--- config.mk ---
export PLATFORM = sky130hd
export DESIGN_NAME = hilo_mul_ctrl
export DESIGN_NICKNAME = d
export VERILOG_FILES = /design/src/rtl/hilo_mul_ctrl.sv
export SDC_FILE = /design/constraint.sdc
export NUM_CORES = 1
export LEC_CHECK = 0
export BUFFER_PORTS_ARGS = -buffer_cell sky130_fd_sc_hd__buf_4
export CORE_ASPECT_RATIO = 2
export CORE_MARGIN = 5
export CORE_UTILIZATION = 45
export CTS_CLUSTER_SIZE = 30
export DETAILED_ROUTE_END_ITERATION = 8
export GPL_ROUTABILITY_DRIVEN = 1
export HOLD_SLACK_MARGIN = 0.12
export PLACE_DENSITY = 0.69
export SLEW_MARGIN = 10
export SYNTH_ARGS = -nofsm -noshare
export SYNTH_HDL_FRONTEND = slang
export SYNTH_SLANG_ARGS = --single-unit
--- constraint.sdc ---
create_clock -name clk -period 15.7 [get_ports clk]
set_clock_uncertainty 0.1 [all_clocks]
set_input_delay 1.57 -clock clk [delete_from_list [all_inputs] [get_ports clk]]
set_output_delay 1.57 -clock clk [all_outputs]
set_load 0.005 [all_outputs]
--- src/rtl/hilo_mul_ctrl.sv ---
// HI/LO register owner and 32-iteration shift-add multiply sequencer for the EX stage.
// Define HILO_MUL_SIGNED_EN to make op=01 a signed MULT; otherwise op=01 behaves as MULTU.
module hilo_mul_ctrl (
    input  logic        clk,
    input  logic        reset,
    input  logic        start,
    input  logic [1:0]  op,
    input  logic [31:0] dataA,
    input  logic [31:0] dataB,
    input  logic        rd_hilo,
    input  logic        abort,
    output logic [31:0] hi,
    output logic [31:0] lo,
    output logic        busy,
    output logic        done,
    output logic        stall
);

    typedef enum logic [1:0] {StIdle, StCalc, StDone} state_t;

    state_t      state_q, state_d;
    logic [31:0] mcand_q, mcand_d;
    logic [31:0] mplier_q, mplier_d;
    logic [63:0] product_q, product_d;
    logic [4:0]  count_q, count_d;
    logic [31:0] hi_q, hi_d;
    logic [31:0] lo_q, lo_d;
    logic [32:0] sum;
    logic [63:0] prod_next;
    logic [63:0] commit;
`ifdef HILO_MUL_SIGNED_EN
    logic        neg_q, neg_d;
`endif

    // The product LSB is shifted out on every iteration and never read back.
    logic unused_prod_lsb;
    assign unused_prod_lsb = product_q[0];

    always_comb begin
        state_d   = state_q;
        mcand_d   = mcand_q;
        mplier_d  = mplier_q;
        product_d = product_q;
        count_d   = count_q;
        hi_d      = hi_q;
        lo_d      = lo_q;
`ifdef HILO_MUL_SIGNED_EN
        neg_d     = neg_q;
`endif

        sum       = {1'b0, product_q[63:32]} + (mplier_q[0] ? {1'b0, mcand_q} : 33'd0);
        prod_next = {sum, product_q[31:1]};
        commit    = prod_next;
`ifdef HILO_MUL_SIGNED_EN
        if (neg_q) begin
            commit = -prod_next;
        end
`endif

        unique case (state_q)
            StIdle: begin
                if (start && !abort) begin
                    case (op)
                        2'b00, 2'b01: begin
                            mcand_d   = dataA;
                            mplier_d  = dataB;
                            product_d = '0;
                            count_d   = '0;
                            state_d   = StCalc;
`ifdef HILO_MUL_SIGNED_EN
                            neg_d     = 1'b0;
                            if (op == 2'b01) begin
                                // Iterate on magnitudes; the sign is reapplied at commit.
                                mcand_d  = dataA[31] ? -dataA : dataA;
                                mplier_d = dataB[31] ? -dataB : dataB;
                                neg_d    = dataA[31] ^ dataB[31];
                            end
`endif
                        end
                        2'b10:   hi_d = dataA;
                        default: lo_d = dataA;
                    endcase
                end
            end
            StCalc: begin
                if (abort) begin
                    state_d = StIdle;
                end else begin
                    product_d = prod_next;
                    mplier_d  = mplier_q >> 1;
                    count_d   = count_q + 5'd1;
                    if (count_q == 5'd31) begin
                        state_d = StDone;
                        hi_d    = commit[63:32];
                        lo_d    = commit[31:0];
                    end
                end
            end
            StDone:  state_d = StIdle;
            default: state_d = StIdle;
        endcase
    end

    always_ff @(posedge clk or posedge reset) begin
        if (reset) begin
            state_q   <= StIdle;
            mcand_q   <= '0;
            mplier_q  <= '0;
            product_q <= '0;
            count_q   <= '0;
            hi_q      <= '0;
            lo_q      <= '0;
`ifdef HILO_MUL_SIGNED_EN
            neg_q     <= 1'b0;
`endif
        end else begin
            state_q   <= state_d;
            mcand_q   <= mcand_d;
            mplier_q  <= mplier_d;
            product_q <= product_d;
            count_q   <= count_d;
            hi_q      <= hi_d;
            lo_q      <= lo_d;
`ifdef HILO_MUL_SIGNED_EN
            neg_q     <= neg_d;
`endif
        end
    end

    assign hi    = hi_q;
    assign lo    = lo_q;
    assign busy  = (state_q != StIdle);
    assign done  = (state_q == StDone);
    assign stall = busy & (start | rd_hilo);

endmodule

==> summary.txt, run 1 <==
Run status
  – Outcome: completed

Detailed routing
  – Residual DRC count: 0
  – Vias per Instance: 5.505
  – Final ANT Viol Nets: 0
  – Avg WL per Cell: 18.82 um
  – Final wirelength: approximately 27 mm
  – Iter 0 DRT Violations: about 530
  – Via count: just under 8000
  – Drt pass-1 iters: 5

Finish
  – Commonest cells after routing, fill and taps aside: 199 x nand2_1, 198 x dfrtp_1, 146 x buf_4
  – ANT cells: 0
  – Layout cells sized above 1: 0.2080
  – Nets: 1242
  – Commonest non-fill, non-tap cell in the layout: nand2_1
  – Area grow syn2layout: 18.27%

Synthesis
  – Async S/R FF share, synth: 1.000
  – #FFs+latches synth: between 150 and 200
  – Post-synth net total: ~1100
  – Synth warnings: 0
  – Synthesized cell area: about 10000 um2
  – Distinct cells, synth: 64
  – Post-synth top flop: dfrtp_1
  – Proportion of synthesized chip area in sequential cells: 0.4989
  – Cells after Synth: 1035
  – Mean area per synthesized cell: 9.596 um2
  – Post-synth EDFFs: 0

Clock tree
  – Post-CTS sizing: 0
  – Hold buffer count at CTS: 0
  – Htree depth: 4
  – Clk slew on worst S/H paths: 0.07 ns
  – Max clock buf depth: 2
  – Number of CTS-inserted buffers: 17
  – Worst-skew pair later-pin latency: ~0.46 ns
  – Clk root buf: clkbuf_16
  – CTS tree: yes
  – TritonCTS Sinks: ~200
  – Post-CTS Setup Inserts: 0

Setup path
  – CP arrival: approximately 4.2 ns
  – CP endpoint kind: register
  – Setup crit start: abort
  – CP Data Required Time: 15.89 ns
  – CP startpoint kind: input port
  – Critical path fanouts, max: 110
  – Critical R2R Launch: state_q[1]$_DFFE_PP0P_
  – Crit Path Category: input port to register

STA
  – Final period util: 0.2563
  – Fin crit period: between 4 and 5 ns
  – Fmax: around 250 MHz
  – Setup Viol. Count Final: 0
  – TNS Setup: 0 ns
  – Slew Viols, Final: 0
  – Slew @ Worst Pin: around 1.2 ns
  – RSZ-0062 raised after global routing: no
  – Slew HR: 0.1811
  – Final hold viol count: 0

Floorplan
  – Rows: 77
  – Area of the core: about 22000 um2
  – Die area: 25320 um2
  – Starting Density: 0.4522
  – I/O pins: 138
  – Die height: 220.1 um
  – Die width: 115.1 um

Global routing
  – First-pass GRT wire length: 42.63 mm
  – Initial antenna violation count: 0
  – Vias in the first global route: 8009
  – Total GRT Usage: 0.2208
  – Largest net degree at the start of global routing: 142
  – Overflow after GRT: 0

Run
  – Maxcap violations: 0

Placement
  – IO buf count: around 140
  – Routability cong.: roughly 0.9
  – Dpl hpwl: between 15 and 20 mm

Power and ir drop
  – Leak pwr: around 5.6 nW
  – Power Total: roughly 0.0016 W
  – Worst vdd ir: around 0.08 mV
  – Pwr Density: around 140 nW/um2

Min path
  – Worst hold path startpoint: mplier_q[17]$_DFFE_PP0P_
  – Hold Crit Class: register to register
## final cells by class
| class | count | area (um2) |
|---|---|---|
| clock buffers | 22 | 484.2 |
| clock inverters | 10 | 110.1 |
| inverters | 8 | 37.54 |
| repair buffers | 146 | 1096 |
| fillers | 2048 | 10220 |
| multi-input cells | 765 | 4718 |
| flip-flops and latches | 198 | 4955 |
| well taps | 276 | 345.3 |
## per-stage QoR
stage | area, um2 | std cells | utilization | setup slack [ns] | hold WS (ns)
4_1_cts | 11750 | 1425 | 0.5347 | 11.65 | 0.3860
3_3_place_gp | 11150 | 1393 | 0.5077 | 11.26 | 0.3604
3_5_place_dp | 11150 | 1393 | 0.5077 | 11.15 | 0.3698
6_report | 11750 | 1425 | 0.5347 | 11.68 | 0.3784
5_1_grt | 11750 | 1425 | 0.5347 | 11.35 | 0.4103
2_1_floorplan | 9932 | 1035 | - | 8.633 | 0.3492
## kinds of logic after synthesis
logic type      after synthesis  share of synthesized area
fa+ha+maj                    35                    0.04485
compound gates              280                     0.1735
mux                          63                    0.06752
buf+inv                      72                    0.02986
xor+xnor                     29                    0.02557
flops                       198                     0.4989
simple gates                358                     0.1599
## critical path, stage by stage
cell and delay, ns:
buf_4 0.09, nand2b_1 0.13, nor3_2 0.04, buf_4 0.30
nor2_4 0.84, buf_4 0.88, o21ai_0 0.23
## worst paths after layout
kind / cells past startpoint / slack (ns) / end
min: 2 / 0.38 / mplier_q[17]$_DFFE_PP0P_
max: 7 / 11.68 / mplier_q[2]$_DFFE_PP0P_
max in group asynchronous: 3 / 12.97 / hi[20]$_DFFE_PP0P_
max reg2reg: 5 / 11.99 / mplier_q[2]$_DFFE_PP0P_
min reg2reg: 2 / 0.38 / mplier_q[17]$_DFFE_PP0P_
min in group asynchronous: 2 / 1.21 / lo[10]$_DFFE_PP0P_
## where the power goes
| part | total (W) | leakage, nW | internal [W] | switching [W] |
|---|---|---|---|---|
| clock | 0.000446 | 0.289 | 0.000240 | 0.000206 |
| combinational | 0.000468 | 2.80 | 0.000221 | 0.000247 |
| sequential | 0.000702 | 2.50 | 0.000627 | 0.0000748 |
| total | 0.00162 | 5.58 | 0.00109 | 0.000528 |
## sequential cells by signal (all words and copies together), names as in the netlist
register and count:
hi 32, count_q 5, state_q 2, lo 32, product_q 63, mplier_q 32
mcand_q 32
## cell usage after synthesis (all sizes together) (3+ instances only)
library cell  number  area share
a211oi             3      0.0033
a21boi             3      0.0023
a21o              18       0.014
a21oi             59       0.032
a22o               3      0.0026
a31oi             44       0.029
and2              45       0.028
and3               4      0.0031
buf               17      0.0091
clkbuf            47       0.018
dfrtp            198        0.50
ha                34       0.043
inv                8      0.0030
mux2              32       0.036
mux2i             31       0.031
nand2            199       0.075
nand2b             5      0.0031
nand3             11      0.0055
nand3b             3      0.0023
nand4             11      0.0069
nor2              64       0.024
nor3               5      0.0030
o211ai             4      0.0049
o21a               7      0.0053
o21ai            116       0.060
o21bai             7      0.0057
o221ai             4      0.0035
o22ai              4      0.0031
or3                3      0.0019
or4                3      0.0023
xnor2             16       0.014
xor2              13       0.011
## per-layer routing
| metal | up-vias | global-route usage | share of wire |
|---|---|---|---|
| li1 | 3811 | - | - |
| met1 | 3776 | 0.2397 | 0.37 |
| met2 | 203 | 0.3927 | 0.53 |
| met3 | 54 | 0.04754 | 0.050 |
| met4 | 0 | 0.1206 | 0.053 |
| met5 | - | 0 | 0 |
Power figures use the tool's default switching activity.
==> run 2, diff against run 1 <==
==> constraint.sdc (replaced) <==
create_clock -name clk -period 4.12 [get_ports clk]
set_clock_uncertainty 0.1 [all_clocks]
set_input_delay 0.412 -clock clk [delete_from_list [all_inputs] [get_ports clk]]
set_output_delay 0.412 -clock clk [all_outputs]
set_load 0.005 [all_outputs]
==> run 2 against run 1 <==
Net effect: flip-flop and latch count stayed put; non-clock buffer count is 24 higher; wire length rose by 0.68%; register-to-register slack worse by 11 ns; total power grew to 3.8 times the previous value; clock power grew to 3.7 times the previous value; critical endpoint is now product_q[62]$_DFFE_PP0P_; largest cell class unchanged; largest power group unchanged.
==> summary.txt, run 2 (synthesis gave the netlist of run 1 again) <==
Run status
  – Outcome: completed (unchanged)

Clock tree
  – Clk root buf: clkbuf_16 (unchanged)
  – Htree depth: 4 (unchanged)
  – Number of CTS-inserted buffers: 17 (unchanged)
  – CTS tree: yes (unchanged)
  – Post-CTS Setup Inserts: 0 (unchanged)
  – Clk slew on worst S/H paths: 0.07 ns (about the same)
  – TritonCTS Sinks: 198 (unchanged)
  – Max clock buf depth: 2 (unchanged)
  – Worst-skew pair later-pin latency: 0.44 ns (was 0.46 ns)

Setup path
  – Setup crit start: mplier_q[0]$_DFFE_PP0P_ (was abort)
  – R2R Path End: product_q[62]$_DFFE_PP0P_ (was mplier_q[2]$_DFFE_PP0P_)
  – Most frequent CP cell: o21ai_2 (was buf_4)
  – Crit path to: product_q[62]$_DFFE_PP0P_ (was mplier_q[2]$_DFFE_PP0P_)
  – Crit path largest cell delay: 0.99 ns (was 0.88 ns)
  – Crit Path Category: register to register (was input port to register)
  – CP Data Required Time: 4.32 ns (was 15.89 ns)
  – Worst reg-to-reg path cell count: 11 (was 5)
  – R2R setup slack: 0.50 ns (was 11.99 ns)
  – Slowest stage cell, crit path: dfrtp_1 (was buf_4)
  – CP arrival: 3.83 ns (was 4.21 ns)
  – CP endpoint kind: register (unchanged)
  – CP startpoint kind: register (was input port)
  – CP Cell Sequence: and2_1 > ha_1 > a211oi_2 > o211ai_4 > a31oi_4 > a21oi_4 > o21ai_2 > o21ai_2 > a311oi_2 > xor2_1 > o22ai_1 (was buf_4 > nand2b_1 > nor3_2 > buf_4 > nor2_4 > buf_4 > o21ai_0)
  – Critical path fanouts, max: 33 (was 110)
  – Critical R2R Launch: mplier_q[0]$_DFFE_PP0P_ (was state_q[1]$_DFFE_PP0P_)

Global routing
  – Overflow after GRT: 0 (unchanged)
  – Vias in the first global route: 8139 (was 8009)
  – First-pass GRT wire length: 42.82 mm (was 42.63 mm)
  – Initial antenna violation count: 0 (unchanged)
  – Largest net degree at the start of global routing: 123 (was 142)
  – Total GRT Usage: 0.2187 (was 0.2208)

Placement
  – IO buf count: 137 (unchanged)
  – Routability cong.: 0.8909 (was 0.8810)
  – Dpl hpwl: 19.72 mm (was 19.35 mm)
  – Placed Area: 11220 um2 (was 11150 um2)

Detailed routing
  – Final wirelength: 26.99 mm (was 26.81 mm)
  – Vias per Instance: 5.484 (was 5.505)
  – M1 WL: 9.875 mm (was 9.829 mm)
  – Top sig layer: met4 (unchanged)
  – Residual DRC count: 0 (unchanged)
  – Final ANT Viol Nets: 0 (unchanged)
  – Avg WL per Cell: 18.64 um (was 18.82 um)
  – WL met2: 14.30 mm (was 14.23 mm)
  – Via count: 7941 (was 7844)
  – Drt pass-1 iters: 5 (unchanged)
  – Met3 WL: 995 um (was 1.341 mm)
  – Iter 0 DRT Violations: 455 (was 529)

STA
  – Setup Viol. Count Final: 0 (unchanged)
  – RSZ-0062 raised after global routing: no (unchanged)
  – Slew @ Worst Pin: 0.9926 ns (was 1.224 ns)
  – Slew HR: 0.3367 (was 0.1811)
  – Fin Hold WS: 0.1276 ns (was 0.3784 ns)
  – Fin crit period: between 3 and 4 ns
  – TNS Setup: 0 ns (unchanged)
  – Final period util: 0.8793
  – Fmax: 276.0 MHz
  – Slew Viols, Final: 0 (unchanged)
  – Final hold viol count: 0 (unchanged)

Floorplan
  – Rows: 77 (unchanged)
  – Die width: 115.1 um (unchanged)
  – Starting Density: 0.4522 (unchanged)
  – Area of the core: 21970 um2 (unchanged)
  – Die area: 25320 um2 (unchanged)
  – Die height: 220.1 um (unchanged)
  – I/O pins: 138 (unchanged)

Power and ir drop
  – Pwr Density: 512.8 nW/um2 (was 137.6 nW/um2)
  – Worst vdd ir: 0.2864 mV (was 0.07810 mV)
  – Leak pwr: 5.678 nW (was 5.584 nW)

Finish
  – Largest Register: product_q (unchanged)
  – Final instance area: 11980 um2 (was 11750 um2)
  – Area grow syn2layout: 20.65% (was 18.27%)
  – Fillers: 1988 (was 2048)
  – ANT cells: 0 (unchanged)
  – Final core occ: 0.5455 (was 0.5347)
  – Commonest non-fill, non-tap cell in the layout: nand2_1 (unchanged)
  – Layout cells sized above 1: 0.2073 (was 0.2080)
  – Commonest cells after routing, fill and taps aside: 199 x nand2_1, 198 x dfrtp_1, 148 x buf_4 (was 199 x nand2_1, 198 x dfrtp_1, 146 x buf_4)
  – Max FFs per register: 63 (unchanged)
  – Nets: 1266 (was 1242)

Run
  – Maxcap violations: 0 (unchanged)

Min path
  – Hold Crit Class: input port to register (was register to register)
run 2: area by class of cell:
| cell class | instances | area [um2] | share of cell area |
|---|---|---|---|
| clock buffer | 18 | 429.2 | 0.03582 |
| sequential | 198 | 4955 | 0.4135 |
| inverter | 8 | 33.78 | 0.002819 |
| clock inverter | 13 | 140.1 | 0.01169 |
| multi-input combinational | 765 | 4718 | 0.3938 |
| timing repair buffer | 170 | 1361 | 0.1136 |
| tap | 276 | 345.3 | 0.02882 |
run 2: where the power goes:
part / total [W] / leakage [nW] / switching [W] / internal, W
clock: 0.00166 / 0.273 / 0.000802 / 0.000855
combinational: 0.00180 / 2.91 / 0.000937 / 0.000862
sequential: 0.00269 / 2.50 / 0.000300 / 0.00239
run 2: stage by stage:
stage / instances / setup WS [ns] / power, W
3_5_place_dp: 1398 / 0.4939 / 0.004536
6_report: 1448 / 0.4971 / 0.006145
5_1_grt: 1448 / 0.2364 / 0.006503
4_1_cts: 1448 / 0.4697 / 0.006199
3_3_place_gp: 1398 / 0.6004 / 0.004485
2_1_floorplan: 1035 / 1.048 / 0.003744
run 2: layer usage:
| layer | global-route usage | vias to the layer above |
|---|---|---|
| li1 | - | 3850 |
| met1 | 0.2357 | 3824 |
| met2 | 0.3931 | 204 |
| met3 | 0.02775 | 63 |
| met4 | 0.1426 | 0 |
| met5 | 0 | - |
run 2: how the worst min path moves through the flow:
| stage | start | endpoint | slack (ns) | cells after the start |
|---|---|---|---|---|
| finish | dataA[20] | mcand_q[20]$_DFFE_PP0P_ | 0.13 | 2 |
| global route | dataA[2] | mcand_q[2]$_DFFE_PP0P_ | 0.13 | 2 |
| CTS | dataA[12] | mcand_q[12]$_DFFE_PP0P_ | 0.12 | 2 |
| detailed placement | reset | lo[9]$_DFFE_PP0P_ | 0.33 | 2 |
| global placement | reset | lo[9]$_DFFE_PP0P_ | 0.32 | 2 |
| floorplan | mplier_q[10]$_DFFE_PP0P_ | mplier_q[10]$_DFFE_PP0P_ | 0.35 | 2 |
run 2: worst max-delay path: cells and delay by family, from the launching register on:
| family | cells | cell delay, ns |
|---|---|---|
| compound gates | 8 | 1.63 |
| xor+xnor | 1 | 0.20 |
| fa+ha+maj | 1 | 0.27 |
| flops | 1 | 0.99 |
| simple gates | 1 | 0.29 |
run 2: timing repair:
item / CTS / global route
gates resized for setup: 0 / 0
hold buffers: 19 / 0
hold endpoints to repair: 31 / 0
